===== src/rtl/ultrasonic_scheduler.sv =====
// Round-robin scheduler for four ultrasonic rangers sharing one sensor path.
// Latency: a distance is recorded and Done pulses the cycle after the echo fall, WAIT timeout or TMAX is sampled.
// Backpressure: none; Enable gates channel selection and aborts the owned measurement when its bit drops.
//
// Ports: Clock, Reset (async, active-low); Enable[3:0] channel mask; Threshold alarm distance;
//        Echo[3:0] synchronized echoes; Trig[3:0] one-hot trigger; DistBus 4x32 latest distances;
//        Alarm[3:0] debounced alarms; Chan owning channel; Done record strobe.
module ultrasonic_scheduler #(
    parameter int unsigned TTRIG  = 500,
    parameter int unsigned TWAIT  = 100000,
    parameter int unsigned TMAX   = 2000000,
    parameter int unsigned TGUARD = 5000000,
    parameter int unsigned HITS   = 3
) (
    input  logic         Clock,
    input  logic         Reset,
    input  logic [3:0]   Enable,
    input  logic [31:0]  Threshold,
    input  logic [3:0]   Echo,
    output logic [3:0]   Trig,
    output logic [127:0] DistBus,
    output logic [3:0]   Alarm,
    output logic [1:0]   Chan,
    output logic         Done
);

    localparam int HW = $clog2(HITS + 1);
    localparam logic [31:0] TIMEOUT_VAL = 32'hFFFF_FFFF;

    typedef enum logic [2:0] {
        S_IDLE,
        S_TRIG,
        S_WAIT,
        S_MEAS,
        S_GUARD
    } state_t;

    state_t              state, state_nxt;
    logic [1:0]          chan_nxt;
    logic [31:0]         tmr;
    logic [31:0]         cnt;
    logic                tmr_clr;
    logic                cnt_clr;
    logic                cnt_inc;
    logic                rec_vld;
    logic [31:0]         rec_dat;
    logic [1:0]          rr_pick;
    logic                rr_found;
    logic                own_en;
    logic                own_echo;
    logic [3:0][HW-1:0]  hit_cnt;

    assign own_en   = Enable[Chan];
    assign own_echo = Echo[Chan];

    // Next enabled channel after Chan; k=4 wraps back to Chan itself, so it is tried last.
    always_comb begin
        rr_pick  = Chan;
        rr_found = 1'b0;
        for (int k = 1; k <= 4; k++) begin
            if (!rr_found && Enable[Chan + 2'(k)]) begin
                rr_pick  = Chan + 2'(k);
                rr_found = 1'b1;
            end
        end
    end

    always_ff @(posedge Clock or negedge Reset) begin
        if (!Reset) begin
            state <= S_IDLE;
        end else begin
            state <= state_nxt;
        end
    end

    always_comb begin
        state_nxt = state;
        chan_nxt  = Chan;
        tmr_clr   = 1'b0;
        cnt_clr   = 1'b0;
        cnt_inc   = 1'b0;
        rec_vld   = 1'b0;
        rec_dat   = cnt;
        Trig      = 4'b0000;
        case (state)
            S_IDLE: begin
                if (Enable != 4'b0000) begin
                    chan_nxt  = rr_pick;
                    tmr_clr   = 1'b1;
                    state_nxt = S_TRIG;
                end
            end
            S_TRIG: begin
                Trig[Chan] = 1'b1;
                if (!own_en) begin
                    tmr_clr   = 1'b1;
                    state_nxt = S_GUARD;
                end else if (tmr == TTRIG - 1) begin
                    tmr_clr   = 1'b1;
                    state_nxt = S_WAIT;
                end
            end
            S_WAIT: begin
                if (!own_en) begin
                    tmr_clr   = 1'b1;
                    state_nxt = S_GUARD;
                end else if (own_echo) begin
                    // The rising-edge cycle only starts the measurement; it is not counted.
                    cnt_clr   = 1'b1;
                    state_nxt = S_MEAS;
                end else if (tmr == TWAIT - 1) begin
                    rec_vld   = 1'b1;
                    rec_dat   = TIMEOUT_VAL;
                    tmr_clr   = 1'b1;
                    state_nxt = S_GUARD;
                end
            end
            S_MEAS: begin
                if (!own_en) begin
                    tmr_clr   = 1'b1;
                    state_nxt = S_GUARD;
                end else if (own_echo) begin
                    // Reaching TMAX is a timeout, so cnt never exceeds TMAX-1 and never wraps.
                    if (cnt == TMAX - 1) begin
                        rec_vld   = 1'b1;
                        rec_dat   = TIMEOUT_VAL;
                        tmr_clr   = 1'b1;
                        state_nxt = S_GUARD;
                    end else begin
                        cnt_inc = 1'b1;
                    end
                end else begin
                    rec_vld   = 1'b1;
                    tmr_clr   = 1'b1;
                    state_nxt = S_GUARD;
                end
            end
            S_GUARD: begin
                if (tmr == TGUARD - 1) begin
                    state_nxt = S_IDLE;
                end
            end
            default: begin
                state_nxt = S_IDLE;
            end
        endcase
    end

    always_ff @(posedge Clock or negedge Reset) begin
        if (!Reset) begin
            Chan    <= 2'd3;
            tmr     <= '0;
            cnt     <= '0;
            DistBus <= '0;
            Done    <= 1'b0;
        end else begin
            Chan <= chan_nxt;
            Done <= rec_vld;
            if (tmr_clr) begin
                tmr <= '0;
            end else begin
                tmr <= tmr + 32'd1;
            end
            if (cnt_clr) begin
                cnt <= '0;
            end else if (cnt_inc) begin
                cnt <= cnt + 32'd1;
            end
            if (rec_vld) begin
                DistBus[{Chan, 5'd0} +: 32] <= rec_dat;
            end
        end
    end

    // Debounce: consecutive hits saturate at HITS; a disabled channel forgets its history.
    always_ff @(posedge Clock or negedge Reset) begin
        if (!Reset) begin
            hit_cnt <= '0;
        end else begin
            for (int i = 0; i < 4; i++) begin
                if (!Enable[i]) begin
                    hit_cnt[i] <= '0;
                end else if (rec_vld && (Chan == 2'(i))) begin
                    if ((rec_dat != TIMEOUT_VAL) && (rec_dat < Threshold)) begin
                        if (hit_cnt[i] != HW'(HITS)) begin
                            hit_cnt[i] <= hit_cnt[i] + 1'b1;
                        end
                    end else begin
                        hit_cnt[i] <= '0;
                    end
                end
            end
        end
    end

    always_comb begin
        Alarm = 4'b0000;
        for (int i = 0; i < 4; i++) begin
            Alarm[i] = (hit_cnt[i] == HW'(HITS));
        end
    end

endmodule

===== config.mk =====
export PLATFORM = sky130hd
export DESIGN_NAME = ultrasonic_scheduler
export DESIGN_NICKNAME = d
export VERILOG_FILES = /design/src/rtl/ultrasonic_scheduler.sv
export SDC_FILE = /design/constraint.sdc
export NUM_CORES = 1
export LEC_CHECK = 0
export ABC_AREA = 1
export CORE_MARGIN = 8
export CORE_UTILIZATION = 56
export CTS_BUF_LIST = sky130_fd_sc_hd__clkbuf_2
export DETAILED_ROUTE_END_ITERATION = 8
export PLACE_DENSITY = 0.83
export REMOVE_ABC_BUFFERS = 1
export SLEW_MARGIN = 5
export SYNTH_ARGS = -nofsm -noshare
export SYNTH_HDL_FRONTEND = slang
export SYNTH_SLANG_ARGS = --single-unit

===== constraint.sdc =====
create_clock -name Clock -period 3.92 [get_ports Clock]
set_clock_uncertainty 0.2 [all_clocks]
set_input_delay 0.98 -clock Clock [delete_from_list [all_inputs] [get_ports Clock]]
set_output_delay 0.98 -clock Clock [all_outputs]
set_load 0.01 [all_outputs]

### Word level (Yosys, flattened, before mapping)

Cells that the tools add are included.

| word-level totals | value |
|---|---|
| logic and storage cells | 162 |
| output and inout port bits | 139 |
| flip-flop bits (word level) | 206 |
| input bits | 42 |

| operators by class | value |
|---|---|
| order comparisons | 6 |
| bitwise gates (word level) | 1 |
| mux-type cells | 77 |
| shift operators | 2 |
| reductions and logical operators | 23 |
| add/sub/neg operators | 10 |
| equal/unequal tests | 33 |

Operators with widths:

| operator | count |
|---|---|
| 32-bit 2-to-1 mux | 9 |
| 128-bit bitwise mux | 1 |
| 32-bit by 9-bit variable shift with 128-bit output, first input constant | 1 |
| 32-bit by 9-bit indexed part select with 128-bit output | 1 |
| 32-bit by 1-bit adder with 32-bit output, second input constant | 2 |
| 32-bit case mux with 2 select lines | 1 |
| 2-bit 2-to-1 mux | 19 |
| 32-bit by 17-bit equality test with 1-bit output, second input constant | 1 |
| 32-bit by 21-bit equality test with 1-bit output, second input constant | 1 |
| 32-bit by 23-bit equality test with 1-bit output, second input constant | 1 |
| 32-bit by 9-bit equality test with 1-bit output, second input constant | 1 |
| 32-bit less-than comparator | 1 |
| 32-bit inequality test, second input constant | 1 |
| 3-bit 2-to-1 mux | 10 |
| 1-bit 2-to-1 mux | 27 |
| 3-bit case mux with 5 select lines | 1 |
| 2-bit equality test, second input constant | 6 |
| 2-bit by 3-bit less-than comparator with 1-bit output, second input constant | 4 |
| 2-bit inequality test, second input constant | 6 |
| 3-bit by 2-bit inequality test with 1-bit output, second input constant | 4 |
| 2-bit by 1-bit adder with 2-bit output, second input constant | 5 |
| 1-bit binary-select mux with 2-bit select | 5 |
| 1-bit logical AND | 9 |
| 7-bit negator with 9-bit output | 1 |
| 23 further kinds | 34 |

### Longest topological paths before layout

| logic depth | value |
|---|---|
| word-level depth | 14 |
| gate-level depth with buffers | 27 |
| mapped depth without buffers | 25 |

### Worst setup path after synthesis

Ideal clock, no wire load.

| timing path | value |
|---|---|
| path kind | input to register |
| from | in Enable[3] |
| to | reg hit_cnt[2] (netlist name) |
| arrival time | 3528 ps |
| library setup time | 118 ps |
| setup slack | 74 ps |
| required time | 3602 ps |
| cell stages on the path | 21 |
| cell sequence | nand2_1 nand2_1 nand2_1 nand2_4 nand2_4 nor2_1 nand2_1 nand2_1 clkbuf_1 nor2_1 inv_1 ha_1 nand2_1 or4_1 nor4_1 nand2_1 buf_2 nand4_1 nand2_1 nand2_1 nand2_1 |

| on the way | value |
|---|---|
| cells in the longest elaborated chain, start to end | 9 |
| elaborated cells on any way between the ends | 18 |

Ends and longest elaborated chain:

| element | line | RTL |
|---|---|---|
| from (decl) | 17 | `input logic [3:0] Enable,` |
| 1-bit binary-select mux with 2-bit select (*) | 53 | `assign own_en = Enable[Chan];` |
| 1-bit 2-to-1 mux (not written as such) (*) | 53 |  |
| 32-bit 2-to-1 mux (on tied branches) | 119, 104 |  |
| 32-bit case mux with 2 select lines | 85 | `case (state)` |
| 32-bit less-than comparator / 32-bit inequality test (equally long branches) | 184 | `if ((rec_dat != TIMEOUT_VAL) && (rec_dat < Threshold)) begin` |
| 1-bit logical AND | 184 |  |
| 2-bit 2-to-1 mux | 184 |  |
| 2-bit 2-to-1 mux | 183 | `end else if (rec_vld && (Chan == 2'(i))) begin` |
| 2-bit 2-to-1 mux | 181 | `if (!Enable[i]) begin` |
| to (signal, indexed assignment) | 186 | `hit_cnt[i] <= hit_cnt[i] + 1'b1;` |
| to (decl) | 51 | `logic [3:0][HW-1:0] hit_cnt;` |

Every way passes the cells marked *; elsewhere a longest branch is shown, timed or not. The select of a mux whose other input is x is not followed.
A chain may end at the register's enable or synchronous reset.

### Worst setup path in the final report

| timing path | value |
|---|---|
| from | reg Chan[0] |
| to | out Chan[0] |

RTL lines:

| element | line | RTL |
|---|---|---|
| from (decl) | 23 | `output logic [1:0] Chan,` |
| from (signal assigned) | 157 | `Chan <= chan_nxt;` |

No word-level cell between the ends.

==> impl_metrics.env <==
export IMPL_outcome="finished, final reports clean"
export IMPL_coreArea_um2=19400
export IMPL_wl_um=35900
export IMPL_cts_htree_levels=2
export IMPL_layout_commonest_cell="o21ai_0"
export IMPL_drc=0
export IMPL_critPathCaptureType="output port"
export IMPL_stdcell_count=1931
export IMPL_port_buffers=180
export IMPL_criticalPathCategory="reg -> out"
export IMPL_dr_pass1_iters=7
export IMPL_overflow=0
export IMPL_post_place_ws_ns=-0.529
export IMPL_period_needed_ns=3.78
export IMPL_synth_distinct_cells=46
export IMPL_cp_max_fo=37
export IMPL_timing_hold_ws_ns=0.266
export IMPL_arrival_ns=2.60
export IMPL_start_util_pct=57.0
export IMPL_postSynthAreaPerCell_um2=8.08
export IMPL_synth_flop_cell="dfrtp_1"
export IMPL_synth_seq_cells=206
export IMPL_grt_pass1_wl_um=56700
export IMPL_drv_slew=0
export IMPL_maxSlewHeadroom_pct=24.2
export IMPL_power_total_w=0.00651
export IMPL_startpoint_type="flip-flop"
export IMPL_setup_viol=0
export IMPL_gp_congestion=0.957
export IMPL_clk_pin_slew_ns=0.10
export IMPL_first_iter_violations=804
export IMPL_critical_path_max_stage_delay_ns=0.64
export IMPL_io_pins=181
export IMPL_fin_crit_sh_pct=96.4
export IMPL_clock_sinks=206
export IMPL_crit_buf_inv=3
export IMPL_antenna_left=0
export IMPL_critPathTopFamily="buffers and inverters"
export IMPL_mostFrequentLayoutCells="o21ai_0 (247), dfrtp_1 (204), clkdlybuf4s50_1 (179)"
export IMPL_cts_buffers=53
export IMPL_die_h_um=157
export IMPL_crit_slowest_cell="clkdlybuf4s50_1"
export IMPL_use_met3_pct=6.76
export IMPL_crit_required_ns=2.74
export IMPL_seq_area_um2=5160
export IMPL_grt_pass1_vias=11088
export IMPL_dp_hpwl_um=25600
export IMPL_final_layout_size_suffix_gt1_share_pct=14.4
export IMPL_ff2ff_setup_slack_ns=0.22
export IMPL_path_cells="buf_6 -> buf_4 -> clkdlybuf4s50_1"
export IMPL_die_x_um=157
export IMPL_tightest_slew_ns=1.14
export IMPL_synth_edf_count=0
export IMPL_synthesis_area_um2=11100
export IMPL_ys_seq_area_share_pct=46.6
export IMPL_area_delta_synth_final_pct=30.0
export IMPL_dieArea_um2=24500
export IMPL_yosys_warnings=0
export IMPL_root_buffer="clkbuf_2"
export IMPL_dr_total_vias=11224
export IMPL_synthCells=1368
export IMPL_async_flop_share_pct=100
export IMPL_antenna_found_initial=1
export IMPL_clk_latency_ns=0.86
export IMPL_fillerInstances=1500
export IMPL_cap_viol_max_count=0
export IMPL_peakVddDrop_mv=0.317
export IMPL_min_path_type="reg -> reg"
export IMPL_grtUsageTotal_pct=28.8
export IMPL_cts_tree="built"
export IMPL_leakagePower_nw=6.81
export IMPL_wire_per_inst_um=18.6
export IMPL_grtUsageMet1_pct=36.2
export IMPL_busiest_layer="met2"
export IMPL_viasPerCell=5.81
export IMPL_hold_viol=0
export IMPL_num_rows=51
export IMPL_grt_util_met2_pct=47.4
export IMPL_setup_ws_ns=0.140
export IMPL_final_nets=1721
export IMPL_clk_path_buf_depth=3
export IMPL_grt_start_max_net_pins=113
export IMPL_dp_cells=1839
export IMPL_power_per_cell_area_nw_per_um2=453
export IMPL_multiInputGateArea_um2=5180
export IMPL_clock_fmax_mhz=265
where the power goes:
| group | switching, W | total (W) | internal [W] |
|---|---|---|---|
| Sequential | 0.000202 | 0.00249 | 0.00229 |
| Clock | 0.000867 | 0.00142 | 0.000553 |
| Combinational | 0.00170 | 0.00260 | 0.000897 |
| Total | 0.00277 | 0.00651 | 0.00374 |
worst paths after layout:
kind                       startpoint            to  depth (start not counted)
min in group asynchronous       Reset   DistBus[79]                          2
max                           Chan[0]       Chan[0]                          3
max in group asynchronous       Reset  DistBus[126]                          3
min                            tmr[0]        tmr[0]                          1
max reg2reg                   Chan[0]    hit_cnt[4]                         22
min reg2reg                    tmr[0]        tmr[0]                          1
cell families (layout without fill, tap and decap cells):
logic type / count (synthesis) / in the layout / share of synthesized area, %
and+or+nand+nor: 510 / 510 / 21.1
buffers and inverters: 231 / 528 / 7.90
DFF: 206 / 206 / 46.6
AOI/OAI and AO/OA: 350 / 350 / 17.3
xor gates and xnor gates: 27 / 27 / 2.14
adders and majority gates: 44 / 44 / 4.98
other: 0 / 1 / 0
cell usage after synthesis (3+ instances only):
library cell / number / share of area [%]
clkbuf_1: 61 / 2.1
dfrtp_1: 204 / 46
ha_1: 44 / 5.0
nand2_4: 3 / 0.31
nor4_1: 9 / 0.51
inv_2: 6 / 0.20
or4_1: 4 / 0.27
nor3b_1: 5 / 0.34
a211oi_1: 5 / 0.34
o21ai_1: 5 / 0.23
nand4_1: 28 / 1.6
a21oi_1: 37 / 1.7
a31oi_1: 3 / 0.17
nand2_1: 159 / 5.4
o21ai_0: 248 / 11
nand3_1: 84 / 3.8
nor3_1: 38 / 1.7
xor2_1: 22 / 1.7
inv_1: 158 / 5.4
nand2_2: 4 / 0.23
o31ai_1: 35 / 2.4
nor2_1: 157 / 5.3
buf_2: 5 / 0.23
and3_1: 4 / 0.23
o21a_1: 7 / 0.48
nor2_2: 4 / 0.23
xnor2_1: 5 / 0.40
registers in the layout (all words and copies together) (netlist names):
name,cells
Chan,2
state,3
hit_cnt,8
cnt,32
tmr,32
Done,1
DistBus,128
what timing repair did:
action | in CTS | in global routing
hold buffers | 1 | 0
setup endpoints to repair | 0 | 12
hold endpoints to repair | 51 | 0
resized for setup | 0 | 45
setup buffers | 0 | 2
metal layers:
layer,wire (um),vias up
li1,-,5181
met1,14300,5380
met2,17200,558
met3,3200,105
met4,1230,0
met5,0,-
final cells by class:
type                       instances  area share [%]
antenna                            1          0.0174
clock buffer                      72            2.51
clock inverter                    13           0.540
inverter                         165            4.33
multi-input combinational        931            36.0
sequential                       206            35.9
tap                              265            2.31
timing repair buffer             278            18.4
stage by stage:
stage	instance area (um2)	util, %	TNS (ns)
after floorplan	10800	-	-3.13
after global placement	13700	70.6	-3.00
after detailed placement	13700	70.6	-3.95
after CTS	14100	72.9	0
after global routing	14400	74.1	-0.106
final	14400	74.1	0
Power figures use the tool's default switching activity.
